### src/rtl/decoder_3_8_fifo.sv
// Queued 3-to-8 decoder: codes enter a small FIFO, the head drives a one-hot output.
// Optional odd-parity check on in_code is enabled by defining DEC38_PARITY_EN.
module decoder_3_8_fifo #(
  parameter int DEPTH = 4
) (
  input  logic                     clk,
  input  logic                     rst,
  input  logic                     en,
  input  logic [2:0]               in_code,
  input  logic                     in_valid,
  output logic                     in_ready,
  output logic [7:0]               out_onehot,
  output logic                     out_valid,
  input  logic                     out_ready,
`ifdef DEC38_PARITY_EN
  input  logic                     in_par,
  output logic                     err,
`endif
  output logic [$clog2(DEPTH):0]   level
);

  localparam int AW = $clog2(DEPTH);
  localparam logic [AW:0] FULL_LVL = (AW+1)'(DEPTH);

  logic [2:0]    mem [DEPTH];
  logic [AW-1:0] wr_ptr;
  logic [AW-1:0] rd_ptr;
  logic          full;
  logic          accept;
  logic          push;
  logic          pop;

  assign full      = (level == FULL_LVL);
  // rst gates in_ready so nothing appears acceptable while held in reset
  assign in_ready  = en && !full && !rst;
  assign out_valid = (level != '0);
  assign accept    = in_valid && in_ready;
  assign pop       = out_valid && out_ready;

`ifdef DEC38_PARITY_EN
  logic par_ok;
  assign par_ok = ^{in_code, in_par};
  assign push   = accept && par_ok;

  always_ff @(posedge clk or posedge rst) begin
    if (rst)
      err <= 1'b0;
    else if (accept && !par_ok)
      err <= 1'b1;
  end
`else
  assign push = accept;
`endif

  always_comb begin
    out_onehot = 8'h00;
    if (out_valid)
      out_onehot = 8'h01 << mem[rd_ptr];
  end

  always_ff @(posedge clk) begin
    if (push)
      mem[wr_ptr] <= in_code;
  end

  always_ff @(posedge clk or posedge rst) begin
    if (rst) begin
      wr_ptr <= '0;
      rd_ptr <= '0;
      level  <= '0;
    end else begin
      if (push)
        wr_ptr <= wr_ptr + 1'b1;
      if (pop)
        rd_ptr <= rd_ptr + 1'b1;
      unique case ({push, pop})
        2'b10:   level <= level + 1'b1;
        2'b01:   level <= level - 1'b1;
        default: level <= level;
      endcase
    end
  end

endmodule
### config.mk
export PLATFORM = sky130hd
export DESIGN_NAME = decoder_3_8_fifo
export DESIGN_NICKNAME = d
export VERILOG_FILES = /design/src/rtl/decoder_3_8_fifo.sv
export SDC_FILE = /design/constraint.sdc
export NUM_CORES = 1
export LEC_CHECK = 0
export CORE_UTILIZATION = 40
export DETAILED_ROUTE_END_ITERATION = 10
export GPL_TIMING_DRIVEN = 1
export PLACE_DENSITY = 0.75
export SLEW_MARGIN = 0
export SYNTH_ARGS = -nofsm -noshare
export SYNTH_HDL_FRONTEND = slang
export SYNTH_SLANG_ARGS = --single-unit
### constraint.sdc
create_clock -name clk -period 4.1 [get_ports clk]
set_clock_uncertainty 0.05 [all_clocks]
set_input_delay 0.41 -clock clk [delete_from_list [all_inputs] [get_ports clk]]
set_output_delay 0.41 -clock clk [all_outputs]
set_load 0.02 [all_outputs]
Word-level counts from Yosys, hierarchy flattened
Memory sizes are Yosys's and may differ from the RTL's.
Index checks and enable logic that the tools add are counted.
- bits in registers: 7
- bits in writable memories: 12
- input bits: 8
- output and inout bits: 13
- memories: 1
- memory list (name ; words ; width ; rd ports ; clocked after memory_dff ; wr ports ; line ; RTL):
    mem ; 4 ; 3 ; 1 ; 0 ; 1 ; 25 ; logic [2:0] mem [DEPTH];
- add/sub/neg operators: 4
- equality and inequality tests: 3
- shifts and indexed selects: 1
- mux-type cells: 4
- reductions and logical operators: 8
- operators by type and width (kind ; count):
    8-bit 2-to-1 mux ; 1
    1-bit by 3-bit << shifter with 8-bit output, first input constant ; 1
    3-bit case mux with 2 select lines ; 1
    2-bit by 1-bit adder with 2-bit output, second input constant ; 2
    1-bit logical AND ; 4
    3-bit by 1-bit adder with 3-bit output, second input constant ; 1
    3-bit == test, second input constant ; 1
    3-bit nonzero test ; 1
    3-bit by 1-bit subtractor with 3-bit output, second input constant ; 1
    2-bit by 1-bit == test with 1-bit output, second input constant ; 1
    2-bit == test, second input constant ; 1
    1-bit logical NOT ; 2
    1-bit 2-to-1 mux ; 2
    2-bit nonzero test ; 1

Longest topological paths before layout
- depth in word-level cells: 7
- depth in mapped cells: 9

Worst setup path before layout
OpenSTA, ideal clock, no wires.
- kind: flip-flop to flip-flop
- start: register level[2]
- end: register level[2]
- library setup time: 0.080 ns
- arrival time: 1.972 ns
- data required time: 3.970 ns
- setup slack: 1.998 ns
- cell stages (with the launch flop): 10
- path buffers: 0
- clock period less this slack: 2.102 ns
- cell sequence: dfrtp_1 nor3_1 inv_1 and2_1 ha_1 inv_1 fa_1 xor2_1 nor2_1 xor2_1
- RTL lines (element ; line ; RTL):
    from (decl) ; 19 ; output logic [$clog2(DEPTH):0] level
    from (signal assigned) ; 77 ; 2'b10: level <= level + 1'b1;
    from (signal assigned) ; 78 ; 2'b01: level <= level - 1'b1;
    from (signal assigned) ; 79 ; default: level <= level;
    3-bit nonzero test (*) ; 36 ; assign out_valid = (level != '0);
    via out_valid ; 13 ; output logic out_valid,
    1-bit logical AND (*) ; 38 ; assign pop = out_valid && out_ready;
    via pop ; 31 ; logic pop;
    2-bit by 1-bit == test with 1-bit output or 2-bit == test (tied branches) ; 76 ; unique case ({push, pop})
    3-bit case mux with 2 select lines or 2-bit nonzero test (tied branches) ; n/a ;
Mark *: on every way through the listed nets, which the timed path passes. The rest lies on a longest branch.
A chain may end at the register's enable or synchronous reset.

Worst setup path after layout
- start: register rd_ptr[0]
- end: output port out_onehot[3]
- word-level cells in the longest chain between the ends: 3
- RTL lines (element ; line ; RTL):
    from (decl) ; 27 ; logic [AW-1:0] rd_ptr;
    from (signal assigned) ; 75 ; rd_ptr <= rd_ptr + 1'b1;
    memory 4 x 3 bit ; n/a ;
    1-bit by 3-bit << shifter with 8-bit output ; 58 ; out_onehot = 8'h01 << mem[rd_ptr];
    8-bit 2-to-1 mux ; 57 ; if (out_valid)
    to (decl) ; 12 ; output logic [7:0] out_onehot,
No other way between the ends.

==> reports/results.md <==
| Parameter | Value |
|---|---|
| Unrepaired setup endpoints after global routing | false |
| Longest Clk Path Bufs | 2 |
| Upper clock frequency limit | 0.357 GHz |
| Buffers inserted during post-CTS setup optimization | 0 |
| Drt initial violations | 13 |
| Net count after synthesis | 86 |
| First-pass GRT wire length | 2250 um |
| Slew @ Worst Pin | 0.457 ns |
| Count of yosys warnings during synthesis | 0 |
| Die Outline Area | 2550 um2 |
| Vias in the first global route | 551 |
| Width of the die | 50.5 um |
| Root buffer selected by CTS | clkbuf_4 |
| Fraction of power spent switching nets | 0.383 |
| Worst VDD drop | 0.328 mV |
| Data arrival time at the worst-slack endpoint | 2.34 ns |
| Yosys cell types | 21 |
| Die H | 50.5 um |
| DRC | 0 |
| Antenna Cells | 0 |
| Flip-flop and latch count after synthesis | 19 |
| Ports placed on the boundary | 21 |
| Count of buffers inserted at the top-level ports | 20 |
| Post-synthesis average cell area | 13.1 um2 |
| Largest area contributor in the netlist | edfxtp_1 |
| Final weighted congestion in routability-driven placement | 0.698 |
| Min Tclk post-route | 2.80 ns |
| Sequential cell area fraction in the yosys report | 0.568 |
| Part of the power in registers | 0.378 |
| Setup violation total in the final timing report | 0 |
| Cell-internal power | 0.489 mW |
| Routed wire length per instance | 10.8 um |
| Critical path capture point type | output pin |
| Detailed placer's ending HPWL | 1120 um |
| Total CTS buffers | 3 |
| Via count | 546 |
| Via/cell ratio | 4.44 |
| Layout cell share with drive strength beyond 1 | 0.105 |
| Total area of multi-input combinational cells | 362 um2 |
| Source-to-sink clock delay at the later pin of the worst-skew pair | 0.30 ns |
| Sum Neg Setup Slack | 0 ns |
| Synthesis-to-layout area growth | 26.7% |
| Total number of placement rows | 17 |
| Power Dens Cells | 663 nW/um2 |
| Clock input transition at the sequential cells of the worst setup and hold paths | 0.11 ns |
| Critical Setup Path Class | reg2out |
| Result of the run | complete, no violations |
| Number of nets with antenna violations after detailed routing | 0 |
| Most area-consuming cells after synthesis | edfxtp_1 (38%), dfrtp_1 (19%), mux4_2 (7.2%) |
| Worst hold path class | in2async |
| Top-area cell type share of the netlist area | 0.382 |
| Type of origin of the critical path | flop |
| Clock sink count | 19 |
| Total area of sequential cells | 536 um2 |
| Non-filler cells, final | 123 |
| Core area | 2210 um2 |
| Post-synth design cell area | 942 um2 |
| Cell count after synthesis | 72 |
| Remaining max-slew budget at the tightest pin | 0.694 |
| Final hold viol count | 0 |
| Post-CTS Hold Fix Bufs | 0 |
| Effective utilization at floorplan | 0.426 |
| GR Overflow Total | 0 |
| Tot GR Track Use | 0.126 |
| Maximum capacitance violations | 0 |
| Power after layout | 0.792 mW |
| Post-cts resize count | 0 |
| Router iterations before antenna repair | 4 |
| Combinational share of power | 0.507 |
| Max Transition Viols Final | 0 |
| Largest fanout of any net on the critical path | 5 |
| Switching power of the nets | 0.303 mW |
| Pleak | 0.474 nW |
| Number of antenna violations at the first check in global routing | 0 |
| Clock tree from TritonCTS | yes |
| Post-layout net count | 110 |
| Clock network power share | 0.115 |
| Number of filler instances in the final layout | 185 |
| Deepest level of the CTS H-tree | 1 |
| Wirelength, routed | 1320 um |
| Data required, critical path | 3.64 ns |
| Fraction of the cycle the final worst path needs | 0.683 |
| # placed instances | 119 |
| Depth of the worst register-to-register path | 9 |
| Largest net degree at the start of global routing | 12 |
-- synthesized netlist by cell type --
master,count
xnor2_1,3
nor2_1,10
nand2b_1,3
xor2_1,3
or2_1,1
nand2_1,2
inv_1,9
or2_4,1
and2_1,5
fa_1,1
mux2i_1,1
edfxtp_1,12
mux2_2,1
nor3_1,1
mux4_2,3
buf_6,1
dfrtp_1,7
ha_1,5
nand3_1,1
a21oi_1,1
a211oi_2,1
-- per-layer routing --
metal,routed length [um],vias to the layer above,GRT usage
met4,45,0,0.0972
met1,564,242,0.142
li1,-,284,-
met3,53,5,0.0273
met5,0,-,0
met2,659,15,0.207
-- stage by stage --
| step | util | instance area [um2] | worst slack, ns | hold WS [ns] |
|---|---|---|---|---|
| after floorplan | - | 942 | 2.00 | 0.163 |
| after global placement | 0.527 | 1170 | 1.61 | 0.478 |
| after detailed placement | 0.527 | 1170 | 1.55 | 0.476 |
| after CTS | 0.540 | 1190 | 1.27 | 0.309 |
| after global routing | 0.540 | 1190 | 1.18 | 0.336 |
| final | 0.540 | 1190 | 1.30 | 0.297 |
-- placed cells by master (no fill, tap or decap), drive strengths merged --
cell type / Yosys / final
clkdlybuf4s50: 0 / 20
edfxtp: 12 / 12
nor2: 10 / 10
inv: 9 / 9
dfrtp: 7 / 7
and2: 5 / 5
ha: 5 / 5
nand2b: 3 / 3
xor2: 3 / 3
xnor2: 3 / 3
mux4: 3 / 3
clkbuf: 0 / 3
nand2: 2 / 2
or2: 2 / 2
a211oi: 1 / 1
mux2: 1 / 1
mux2i: 1 / 1
nor3: 1 / 1
a21oi: 1 / 1
nand3: 1 / 1
fa: 1 / 1
clkinv: 0 / 1
-- flip-flops by register name (all words and copies together), names as in the netlist --
| name | count |
|---|---|
| level | 3 |
| mem | 12 |
| wr_ptr | 2 |
| rd_ptr | 2 |
-- final cells by class --
| type | count | area share |
|---|---|---|
| clock buffers | 3 | 0.0189 |
| clock inverters | 1 | 0.00419 |
| inverters | 9 | 0.0283 |
| multi-input cells | 43 | 0.303 |
| flip-flops and latches | 19 | 0.449 |
| well taps | 28 | 0.0294 |
| repair buffers | 20 | 0.168 |
-- power by group through the flow --
stage,Clock [mW],Sequential (mW),Combinational [mW]
final,0.0909,0.300,0.401
after global routing,0.102,0.308,0.445
after CTS,0.0929,0.300,0.407
after detailed placement,0,0.305,0.406
after global placement,0,0.304,0.396
after floorplan,0,0.305,0.266
-- critical path, cell delays in order (launching register included) --
cell,delay (ns)
dfrtp_1,0.50
mux4_2,0.55
or2_4,0.26
nor2_1,0.11
clkdlybuf4s50_1,0.61
-- kinds of logic after synthesis --
kind of cell	after synthesis	share of synthesized area
flip-flops	19	0.568
XOR/XNOR	6	0.0558
multiplexers	5	0.0943
AO/OA/AOI/OAI	2	0.0186
adder cells (fa/ha/maj)	6	0.0877
AND/OR/NAND/NOR	24	0.127
buffers and inverters	10	0.0478
-- final timing paths --
kind	startpoint	endpoint	slack (ns)
max in group asynchronous	rst	level[1]$_DFFE_PP0P_	3.50
hold reg to reg	level[0]$_DFFE_PP0P_	level[0]$_DFFE_PP0P_	0.50
hold / removal	rst	wr_ptr[0]$_DFFE_PP0P_	0.30
min in group clk	level[0]$_DFFE_PP0P_	level[0]$_DFFE_PP0P_	0.50
setup reg to reg	level[0]$_DFFE_PP0P_	level[2]$_DFFE_PP0P_	2.01
setup / recovery	rd_ptr[0]$_DFFE_PP0P_	out_onehot[3]	1.30
No activity file was read; power rests on OpenSTA's default activity.
